### src/rtl/i3c_pkg.sv
// -----------------------------------------------------------------------------
// i3c_pkg
// Shared constants for the I3C wrapper: default DAT/DCT index widths, CSR
// byte offsets, the VERSION value, CONTROL bit positions, the AHB bridge
// state encoding and a byte-strobe merge helper.
// No ports (package).
// -----------------------------------------------------------------------------
package i3c_pkg;

    // Table sizes: each table holds 2**Aw 32-bit words.
    localparam int unsigned DAT_AW_DEFAULT = 5;
    localparam int unsigned DCT_AW_DEFAULT = 5;

    // CSR byte offsets within the 12-bit window.
    localparam logic [11:0] OFF_VERSION  = 12'h000;
    localparam logic [11:0] OFF_CONTROL  = 12'h004;
    localparam logic [11:0] OFF_STATUS   = 12'h008;
    localparam logic [11:0] OFF_RECOVERY = 12'h00C;
    localparam logic [11:0] OFF_SCRATCH  = 12'h010;
    localparam logic [11:0] DAT_BASE     = 12'h400;
    localparam logic [11:0] DCT_BASE     = 12'h800;

    localparam logic [31:0] VERSION_VALUE = 32'h0000_0120;

    // CONTROL layout; reset leaves both lines released while disabled.
    localparam int unsigned CTRL_ENABLE  = 0;
    localparam int unsigned CTRL_SEL_PP  = 1;
    localparam int unsigned CTRL_SCL_OUT = 2;
    localparam int unsigned CTRL_SDA_OUT = 3;
    localparam logic [3:0]  CONTROL_RESET = 4'hC;

    // AHB bridge states.
    localparam logic [1:0] ST_IDLE = 2'd0;
    localparam logic [1:0] ST_DATA = 2'd1;
    localparam logic [1:0] ST_ERR1 = 2'd2;
    localparam logic [1:0] ST_ERR2 = 2'd3;

    // Replace only the byte lanes whose strobe bit is set.
    function automatic logic [31:0] apply_strb(input logic [31:0] old_word,
                                               input logic [31:0] new_word,
                                               input logic [3:0]  strb);
        logic [31:0] res;
        res = old_word;
        for (int b = 0; b < 4; b++) begin
            if (strb[b]) begin
                res[8*b +: 8] = new_word[8*b +: 8];
            end
        end
        return res;
    endfunction

endpackage

### src/rtl/i3c_ahb_if.sv
// -----------------------------------------------------------------------------
// i3c_ahb_if
// AHB-Lite slave to simple CSR bridge. Captures the address phase, then in
// the following data phase presents a write strobe (with hwdata/hwstrb
// passed straight through) or returns read data. Any transfer whose size
// is not a 32-bit word gets the two-cycle ERROR response and never reaches
// the CSR side.
// Ports:
//   clk_i, rst_ni                 clock, async active-low reset
//   haddr_i..hready_i             AHB-Lite slave inputs
//   hrdata_o, hreadyout_o, hresp_o AHB-Lite slave outputs
//   csr_addr_o                    byte offset of the data-phase transfer
//   csr_we_o                      write strobe, valid in the data phase
//   csr_wdata_o, csr_wstrb_o      write data / byte enables
//   csr_rdata_i                   read data for csr_addr_o
// -----------------------------------------------------------------------------
module i3c_ahb_if
    import i3c_pkg::*;
#(
    parameter int unsigned AhbDataWidth = 32,
    parameter int unsigned AhbAddrWidth = 32,
    parameter int unsigned CsrAddrWidth = 12
) (
    input  logic                      clk_i,
    input  logic                      rst_ni,
    input  logic [AhbAddrWidth-1:0]   haddr_i,
    input  logic [2:0]                hburst_i,
    input  logic [3:0]                hprot_i,
    input  logic [2:0]                hsize_i,
    input  logic [1:0]                htrans_i,
    input  logic [AhbDataWidth-1:0]   hwdata_i,
    input  logic [AhbDataWidth/8-1:0] hwstrb_i,
    input  logic                      hwrite_i,
    input  logic                      hsel_i,
    input  logic                      hready_i,
    output logic [AhbDataWidth-1:0]   hrdata_o,
    output logic                      hreadyout_o,
    output logic                      hresp_o,
    output logic [CsrAddrWidth-1:0]   csr_addr_o,
    output logic                      csr_we_o,
    output logic [AhbDataWidth-1:0]   csr_wdata_o,
    output logic [AhbDataWidth/8-1:0] csr_wstrb_o,
    input  logic [AhbDataWidth-1:0]   csr_rdata_i
);

    logic [1:0]              state_q, state_d;
    logic [CsrAddrWidth-1:0] addr_q;
    logic                    write_q;
    logic                    accept;
    logic                    size_ok;
    logic                    data_rd;

    // Burst type, protection, the SEQ/NONSEQ distinction and the address
    // bits above the CSR window carry no meaning for this slave.
    logic unused_ahb;
    assign unused_ahb = ^{hburst_i, hprot_i, htrans_i[0],
                          haddr_i[AhbAddrWidth-1:CsrAddrWidth]};

    // The first ERROR cycle holds hreadyout low, so no new address phase
    // can legally be taken there.
    assign accept  = hsel_i & hready_i & htrans_i[1] & (state_q != ST_ERR1);
    assign size_ok = (hsize_i == 3'd2);

    // NOTE: every variable assigned in always_comb gets a default first so
    // no path leaves it unassigned and no latch is inferred.
    always_comb begin
        state_d = ST_IDLE;
        if (state_q == ST_ERR1) begin
            state_d = ST_ERR2;
        end else if (accept) begin
            state_d = size_ok ? ST_DATA : ST_ERR1;
        end
    end

    // NOTE: state flops use non-blocking assignments so every flop samples
    // pre-edge values regardless of statement order.
    always_ff @(posedge clk_i or negedge rst_ni) begin
        if (!rst_ni) begin
            state_q <= ST_IDLE;
            addr_q  <= '0;
            write_q <= 1'b0;
        end else begin
            state_q <= state_d;
            if (accept && size_ok) begin
                addr_q  <= haddr_i[CsrAddrWidth-1:0];
                write_q <= hwrite_i;
            end
        end
    end

    assign csr_addr_o  = addr_q;
    assign csr_we_o    = (state_q == ST_DATA) &  write_q;
    assign data_rd     = (state_q == ST_DATA) & ~write_q;
    assign csr_wdata_o = hwdata_i;
    assign csr_wstrb_o = hwstrb_i;

    assign hrdata_o    = data_rd ? csr_rdata_i : '0;
    assign hreadyout_o = (state_q != ST_ERR1);
    assign hresp_o     = (state_q == ST_ERR1) | (state_q == ST_ERR2);

endmodule

### src/rtl/i3c_wrapper.sv
// -----------------------------------------------------------------------------
// i3c_wrapper
// AHB-Lite accessible register front end for an I3C controller: VERSION,
// CONTROL (line drive and OD/PP select), STATUS (synchronized SCL/SDA),
// RECOVERY, SCRATCH and the DAT/DCT tables.
// Optional feature: define I3C_WRAPPER_RECOVERY_EN to implement the RECOVERY
// flag bits and drive the two recovery outputs; otherwise RECOVERY reads 0
// and both outputs are tied low.
// Ports:
//   clk_i, rst_ni                  clock, async active-low reset
//   haddr_i..hready_i              AHB-Lite slave inputs
//   hrdata_o, hreadyout_o, hresp_o AHB-Lite slave outputs
//   scl_i, sda_i                   bus line sense (asynchronous)
//   scl_o, sda_o                   bus line drive, 1 = released
//   sel_od_pp_o                    0 = open-drain, 1 = push-pull
//   recovery_payload_available_o   RECOVERY[0]
//   recovery_image_activated_o     RECOVERY[1]
// -----------------------------------------------------------------------------
module i3c_wrapper
    import i3c_pkg::*;
#(
    parameter int unsigned AhbDataWidth = 32,
    parameter int unsigned AhbAddrWidth = 32,
    parameter int unsigned DatAw        = DAT_AW_DEFAULT,
    parameter int unsigned DctAw        = DCT_AW_DEFAULT,
    parameter int unsigned CsrAddrWidth = 12,
    parameter int unsigned CsrDataWidth = 32
) (
    input  logic                      clk_i,
    input  logic                      rst_ni,
    input  logic [AhbAddrWidth-1:0]   haddr_i,
    input  logic [2:0]                hburst_i,
    input  logic [3:0]                hprot_i,
    input  logic [2:0]                hsize_i,
    input  logic [1:0]                htrans_i,
    input  logic [AhbDataWidth-1:0]   hwdata_i,
    input  logic [AhbDataWidth/8-1:0] hwstrb_i,
    input  logic                      hwrite_i,
    output logic [AhbDataWidth-1:0]   hrdata_o,
    output logic                      hreadyout_o,
    output logic                      hresp_o,
    input  logic                      hsel_i,
    input  logic                      hready_i,
    input  logic                      scl_i,
    input  logic                      sda_i,
    output logic                      scl_o,
    output logic                      sda_o,
    output logic                      sel_od_pp_o,
    output logic                      recovery_payload_available_o,
    output logic                      recovery_image_activated_o
);

    logic [CsrAddrWidth-1:0] csr_addr;
    logic                    csr_we;
    logic [CsrDataWidth-1:0] csr_wdata;
    logic [3:0]              csr_wstrb;
    logic [CsrDataWidth-1:0] reg_word;
    logic [CsrDataWidth-1:0] wmerge;
    logic [CsrDataWidth-1:0] rec_word;

    logic [3:0]              control_q;
    logic [CsrDataWidth-1:0] scratch_q;
    logic [CsrDataWidth-1:0] dat_q [2**DatAw];
    logic [CsrDataWidth-1:0] dct_q [2**DctAw];
    logic                    scl_meta_q, scl_sync_q;
    logic                    sda_meta_q, sda_sync_q;

    i3c_ahb_if #(
        .AhbDataWidth (AhbDataWidth),
        .AhbAddrWidth (AhbAddrWidth),
        .CsrAddrWidth (CsrAddrWidth)
    ) u_ahb_if (
        .clk_i       (clk_i),
        .rst_ni      (rst_ni),
        .haddr_i     (haddr_i),
        .hburst_i    (hburst_i),
        .hprot_i     (hprot_i),
        .hsize_i     (hsize_i),
        .htrans_i    (htrans_i),
        .hwdata_i    (hwdata_i),
        .hwstrb_i    (hwstrb_i),
        .hwrite_i    (hwrite_i),
        .hsel_i      (hsel_i),
        .hready_i    (hready_i),
        .hrdata_o    (hrdata_o),
        .hreadyout_o (hreadyout_o),
        .hresp_o     (hresp_o),
        .csr_addr_o  (csr_addr),
        .csr_we_o    (csr_we),
        .csr_wdata_o (csr_wdata),
        .csr_wstrb_o (csr_wstrb),
        .csr_rdata_i (reg_word)
    );

    // ---------------------------------------------------------------------
    // Table decode: bits [11:10] select the window, [9:2] the word index.
    // Indices beyond the table size fall through to the read-zero default.
    // ---------------------------------------------------------------------
    logic [7:0]       win_idx;
    logic             word_aligned;
    logic             dat_hit, dct_hit;
    logic [DatAw-1:0] dat_idx;
    logic [DctAw-1:0] dct_idx;

    assign win_idx      = csr_addr[9:2];
    assign word_aligned = (csr_addr[1:0] == 2'b00);
    assign dat_idx      = csr_addr[DatAw+1:2];
    assign dct_idx      = csr_addr[DctAw+1:2];
    assign dat_hit      = word_aligned
                        && (csr_addr[CsrAddrWidth-1:10] == DAT_BASE[CsrAddrWidth-1:10])
                        && (32'(win_idx) < (32'd1 << DatAw));
    assign dct_hit      = word_aligned
                        && (csr_addr[CsrAddrWidth-1:10] == DCT_BASE[CsrAddrWidth-1:10])
                        && (32'(win_idx) < (32'd1 << DctAw));

`ifdef I3C_WRAPPER_RECOVERY_EN
    // Only the two flag bits exist; the rest of RECOVERY reads 0.
    logic [1:0] recovery_q;

    always_ff @(posedge clk_i or negedge rst_ni) begin
        if (!rst_ni) begin
            recovery_q <= 2'b00;
        end else if (csr_we && (csr_addr == CsrAddrWidth'(OFF_RECOVERY))) begin
            recovery_q <= wmerge[1:0];
        end
    end

    assign rec_word                     = {{(CsrDataWidth-2){1'b0}}, recovery_q};
    assign recovery_payload_available_o = recovery_q[0];
    assign recovery_image_activated_o   = recovery_q[1];
`else
    assign rec_word                     = '0;
    assign recovery_payload_available_o = 1'b0;
    assign recovery_image_activated_o   = 1'b0;
`endif

    // Current contents of the addressed word; doubles as the base for
    // partial-strobe writes.
    always_comb begin
        reg_word = '0;
        if (dat_hit) begin
            reg_word = dat_q[dat_idx];
        end else if (dct_hit) begin
            reg_word = dct_q[dct_idx];
        end else begin
            case (csr_addr)
                CsrAddrWidth'(OFF_VERSION):  reg_word = VERSION_VALUE;
                CsrAddrWidth'(OFF_CONTROL):  reg_word = {28'd0, control_q};
                CsrAddrWidth'(OFF_STATUS):   reg_word = {30'd0, sda_sync_q, scl_sync_q};
                CsrAddrWidth'(OFF_RECOVERY): reg_word = rec_word;
                CsrAddrWidth'(OFF_SCRATCH):  reg_word = scratch_q;
                default:                     reg_word = '0;
            endcase
        end
    end

    assign wmerge = apply_strb(reg_word, csr_wdata, csr_wstrb);

    always_ff @(posedge clk_i or negedge rst_ni) begin
        if (!rst_ni) begin
            control_q <= CONTROL_RESET;
            scratch_q <= '0;
        end else if (csr_we) begin
            case (csr_addr)
                CsrAddrWidth'(OFF_CONTROL): control_q <= wmerge[3:0];
                CsrAddrWidth'(OFF_SCRATCH): scratch_q <= wmerge;
                default: ;
            endcase
        end
    end

    // NOTE: the tables have a defined reset value of zero, so they are
    // cleared in reset like ordinary registers rather than left as RAM.
    always_ff @(posedge clk_i or negedge rst_ni) begin
        if (!rst_ni) begin
            for (int i = 0; i < 2**DatAw; i++) begin
                dat_q[i] <= '0;
            end
        end else if (csr_we && dat_hit) begin
            dat_q[dat_idx] <= wmerge;
        end
    end

    always_ff @(posedge clk_i or negedge rst_ni) begin
        if (!rst_ni) begin
            for (int i = 0; i < 2**DctAw; i++) begin
                dct_q[i] <= '0;
            end
        end else if (csr_we && dct_hit) begin
            dct_q[dct_idx] <= wmerge;
        end
    end

    // Two-flop synchronizers; reset to the idle (released) line level.
    always_ff @(posedge clk_i or negedge rst_ni) begin
        if (!rst_ni) begin
            scl_meta_q <= 1'b1;
            scl_sync_q <= 1'b1;
            sda_meta_q <= 1'b1;
            sda_sync_q <= 1'b1;
        end else begin
            scl_meta_q <= scl_i;
            scl_sync_q <= scl_meta_q;
            sda_meta_q <= sda_i;
            sda_sync_q <= sda_meta_q;
        end
    end

    // Line drive follows CONTROL directly; a disabled controller releases
    // both lines and stays open-drain.
    assign scl_o       = control_q[CTRL_ENABLE] ? control_q[CTRL_SCL_OUT] : 1'b1;
    assign sda_o       = control_q[CTRL_ENABLE] ? control_q[CTRL_SDA_OUT] : 1'b1;
    assign sel_od_pp_o = control_q[CTRL_ENABLE] & control_q[CTRL_SEL_PP];

endmodule

### config.mk
export PLATFORM = sky130hd
export DESIGN_NAME = i3c_wrapper
export DESIGN_NICKNAME = d
export VERILOG_FILES = /design/src/rtl/i3c_pkg.sv /design/src/rtl/i3c_ahb_if.sv /design/src/rtl/i3c_wrapper.sv
export SDC_FILE = /design/constraint.sdc
export NUM_CORES = 2
export LEC_CHECK = 0
export CELL_PAD_IN_SITES_DETAIL_PLACEMENT = 0
export CELL_PAD_IN_SITES_GLOBAL_PLACEMENT = 1
export CORE_MARGIN = 3
export CORE_UTILIZATION = 49
export CTS_CLUSTER_DIAMETER = 80
export DETAILED_ROUTE_END_ITERATION = 6
export PLACE_DENSITY = 0.88
export SYNTH_ARGS = -nofsm -noshare
export SYNTH_HDL_FRONTEND = slang
export SYNTH_HIERARCHICAL = 1
export SYNTH_SLANG_ARGS = --single-unit
### constraint.sdc
create_clock -name clk_i -period 8.24 [get_ports clk_i]
set_input_delay 0.824 -clock clk_i [delete_from_list [all_inputs] [get_ports clk_i]]
set_output_delay 0.824 -clock clk_i [all_outputs]
set_load 0.01 [all_outputs]
==> results.toml <==
[run_status]
status = "finished, final reports clean"

[run]
cap_violations = 0

[cells_and_area]
finalNetCount = 8574
area_delta_synth_final_pct = 9.71
final_cells = 11200
layout-drive-gt1-share = 0.126

[synthesis]
ys.flop_type = "dfrtp_1"
synth-seq-cells = 2103
async_flop_share = 1.00
synth_area_um2 = 93300
seq_area_frac_synth = 0.564
synth_edf_count = 0
syn_inst = 8868
avgSynthCellArea_um2 = 10.5
synth.distinct_cells = 83
synth_warnings = 6

[drt]
wl_per_cell_um = 25.5
drtPass1Iterations = 7
vias = 68200
antenna_left = 0
routed_wl_um = 285000
viasPerCell = 6.11
drtIter0Drc = 7423
drc_errors = 0

[sta]
slew_headroom = 0.0578
tightestPinTransition_ns = 1.38
final-max-slew-violation-count = 0
hold_viol = 0
period_needed_ns = 6.63
rsz0062_at_grt = "false"
tns_ns = 0
finalCritPeriodShare = 0.804
fin_skew_ns = 0.0356
finalSetupViolations = 0
fmax_mhz = 151

[floorplanning]
dieArea_um2 = 196000
coreArea_um2 = 188000
fp.dieW_um = 442
rows = 159
initial_core_util = 0.495
io-pin-count = 126
die_height_um = 442

[global_route]
grt_use_met2 = 0.447
grt_util_met3 = 0.0743
overflow = 0
met1_usage = 0.387
grt_pass1_vias = 67200
grt_pass1_wl_um = 430000
grt-busiest-layer = "met2"
track_usage = 0.291
grt_antenna_before_repair = 13
grt_max_degree = 175

[power]
peakVddDrop_uv = 294
p_leak_nw = 44.7
p_per_area_nw_per_um2 = 242

[clocking]
post_cts_buffers = 0
cts_tree = "built"
htree_levels = 4
cts_made_buffers = 212
cts_sinks = 2103
clkTransAtPathRegs_ns = 0.06
clk_path_buf_depth = 3
clock_latency_ns = 0.85
cts_root_buf = "clkbuf_16"

[worst_setup_path]
end_kind = "output pin"
crit_path_max_incr_delay_ns = 0.85
path_cells = "buf_4 > or3b_2 > nor4_4 > buf_4 > a32o_1 > a31oi_1 > nand4_1 > and2_1 > clkdlybuf4s50_1"
crit_required_ns = 7.42
cp_max_fo = 30
crit_path_frequent_cell = "buf_4"
start_kind = "register"
arrival_ns = 5.80
worstSetupPathType = "register to output pin"
slowest_stage = "nor4_4"

[min_path]
hp-class = "register to register"

[placed_design]
portBuffers = 95
gp_congestion = 0.890
dp_hpwl_um = 171000
dpl.cell_count = 10800
## registers in the layout (all words and copies together) (netlist names)
signal / cells
dat_q: 1024
dct_q: 1024
scratch_q: 32
u_ahb_if/csr_addr_o: 12
control_q: 4
u_ahb_if/state_q: 2
scl_meta_q: 1
scl_sync_q: 1
sda_meta_q: 1
sda_sync_q: 1
u_ahb_if/write_q: 1
## cell usage in the layout (no fill, tap or decap), drive strengths merged, types with 15 or more instances in the layout
master         Yosys  layout
clkdlybuf4s50      0      94
mux2i            306     306
a211o             15      15
nand2b            30      30
and3              24      24
and2              41      41
mux4             362     362
nor2             203     203
or3               16      16
o211ai            17      17
nor2b             26      26
nand3             69      69
buf              225     193
o21ai           2033    2033
a21oi            114     114
a22oi            124     124
nand2           2155    2155
o22ai            107     107
mux2              39      39
diode              0      15
a2111oi           19      19
a211oi            24      24
clkinv             1      38
a22o              19      19
dfrtp           2097    2097
nor3              31      31
clkbuf           657     331
## cell families (layout without fill, tap and decap cells)
| logic type | after synthesis | in the layout | share of synthesized area |
|---|---|---|---|
| DFF | 2103 | 2103 | 0.564 |
| buffers and inverters | 893 | 678 | 0.0476 |
| muxes | 707 | 707 | 0.126 |
| and+or+nand+nor | 2644 | 2644 | 0.114 |
| AOI/OAI and AO/OA | 2520 | 2520 | 0.148 |
| other | 1 | 17 | 0.0000402 |
## area by class of cell
| type | instances | area, µm² |
|---|---|---|
| multi-input combinational | 5873 | 37000 |
| clock buffer | 331 | 6340 |
| inverter | 9 | 33.8 |
| clock inverter | 50 | 452 |
| fill | 15900 | 86100 |
| sequential | 2103 | 52700 |
| timing repair buffer | 288 | 2720 |
| tap | 2495 | 3120 |
| antenna | 15 | 37.5 |
## timing repair
item                                   CTS  global route
endpoints found under the hold margin    4             0
gates resized for setup                  0             0
hold buffers                             1             0
## power breakdown
group | internal [mW] | switching [mW] | total, mW
Clock | 5.39 | 4.05 | 9.44
Sequential | 10.5 | 0.245 | 10.8
Combinational | 1.28 | 3.26 | 4.54
Total | 17.2 | 7.55 | 24.7
## critical path: cells and delay by family, from the launching register on
kind	cells	cell delay (ns)
flip-flops	1	0.84
AND/OR/NAND/NOR	4	2.14
buffers and inverters	3	1.47
AO/OA/AOI/OAI	2	0.47
## path summary, 6_finish.rpt
| check | start | to | slack (ns) | depth (start not counted) |
|---|---|---|---|---|
| max in group asynchronous | rst_ni | dat_q[459] | 5.37 | 4 |
| setup / recovery | u_ahb_if/csr_addr_o[4] | hrdata_o[2] | 1.61 | 9 |
| min in group asynchronous | rst_ni | dat_q[1001] | 0.62 | 2 |
| hold / removal | scl_meta_q | scl_sync_q | 0.36 | 0 |
| hold reg to reg | scl_meta_q | scl_sync_q | 0.36 | 0 |
| setup reg to reg | u_ahb_if/csr_addr_o[2] | dct_q[177] | 2.39 | 9 |
## stage by stage
| step | util | setup WS (ns) | power (mW) | hold WS (ns) | cell area, µm² |
|---|---|---|---|---|---|
| after floorplan | - | 4.58 | 13.6 | 0.345 | 93300 |
| after global placement | 0.507 | 2.51 | 15.3 | 0.353 | 95500 |
| after detailed placement | 0.507 | 2.55 | 15.4 | 0.349 | 95500 |
| after CTS | 0.543 | 1.65 | 24.7 | 0.357 | 102000 |
| after global routing | 0.543 | 1.45 | 25.4 | 0.363 | 102000 |
| final | 0.543 | 1.61 | 24.7 | 0.356 | 102000 |
## metal layers
layer,wire length [µm],vias to the layer above
met4,15900,6
met3,28100,729
met1,113000,34500
met2,128000,2928
met5,41,-
li1,-,30000
## cell usage after synthesis (6+ instances only)
cell type  instances  area, µm²
a2111oi_0         15        131
a211o_1           15        131
a211oi_1          24        180
a21oi_1          114        571
a221oi_1           7       61.3
a22o_1            19        166
a22oi_1          124        931
and2_1            40        250
and3_1            24        150
buf_1             10       37.5
buf_12            13        260
buf_2             70        350
buf_4             83        623
buf_6             44        495
clkbuf_1         591       2220
clkbuf_2          66        330
dfrtp_1         2097      52500
dfstp_2            6        158
inv_1              6       22.5
mux2_2            30        338
mux2_4             9        135
mux2i_1          306       3060
mux4_1            26        683
mux4_2           336       7570
nand2_1         2155       8090
nand2b_1          29        181
nand3_1           65        325
nand4_1            6       37.5
nor2_1           203        762
nor2b_1           26        163
nor3_1            31        155
nor4_1            10       62.6
o211ai_1          17        128
o21ai_0         1942       9720
o21ai_1           44        220
o21ai_2           47        412
o22a_1             6       52.6
o22ai_1          107        669
or3_1             15       93.8
(Power assumes the default switching activity.)
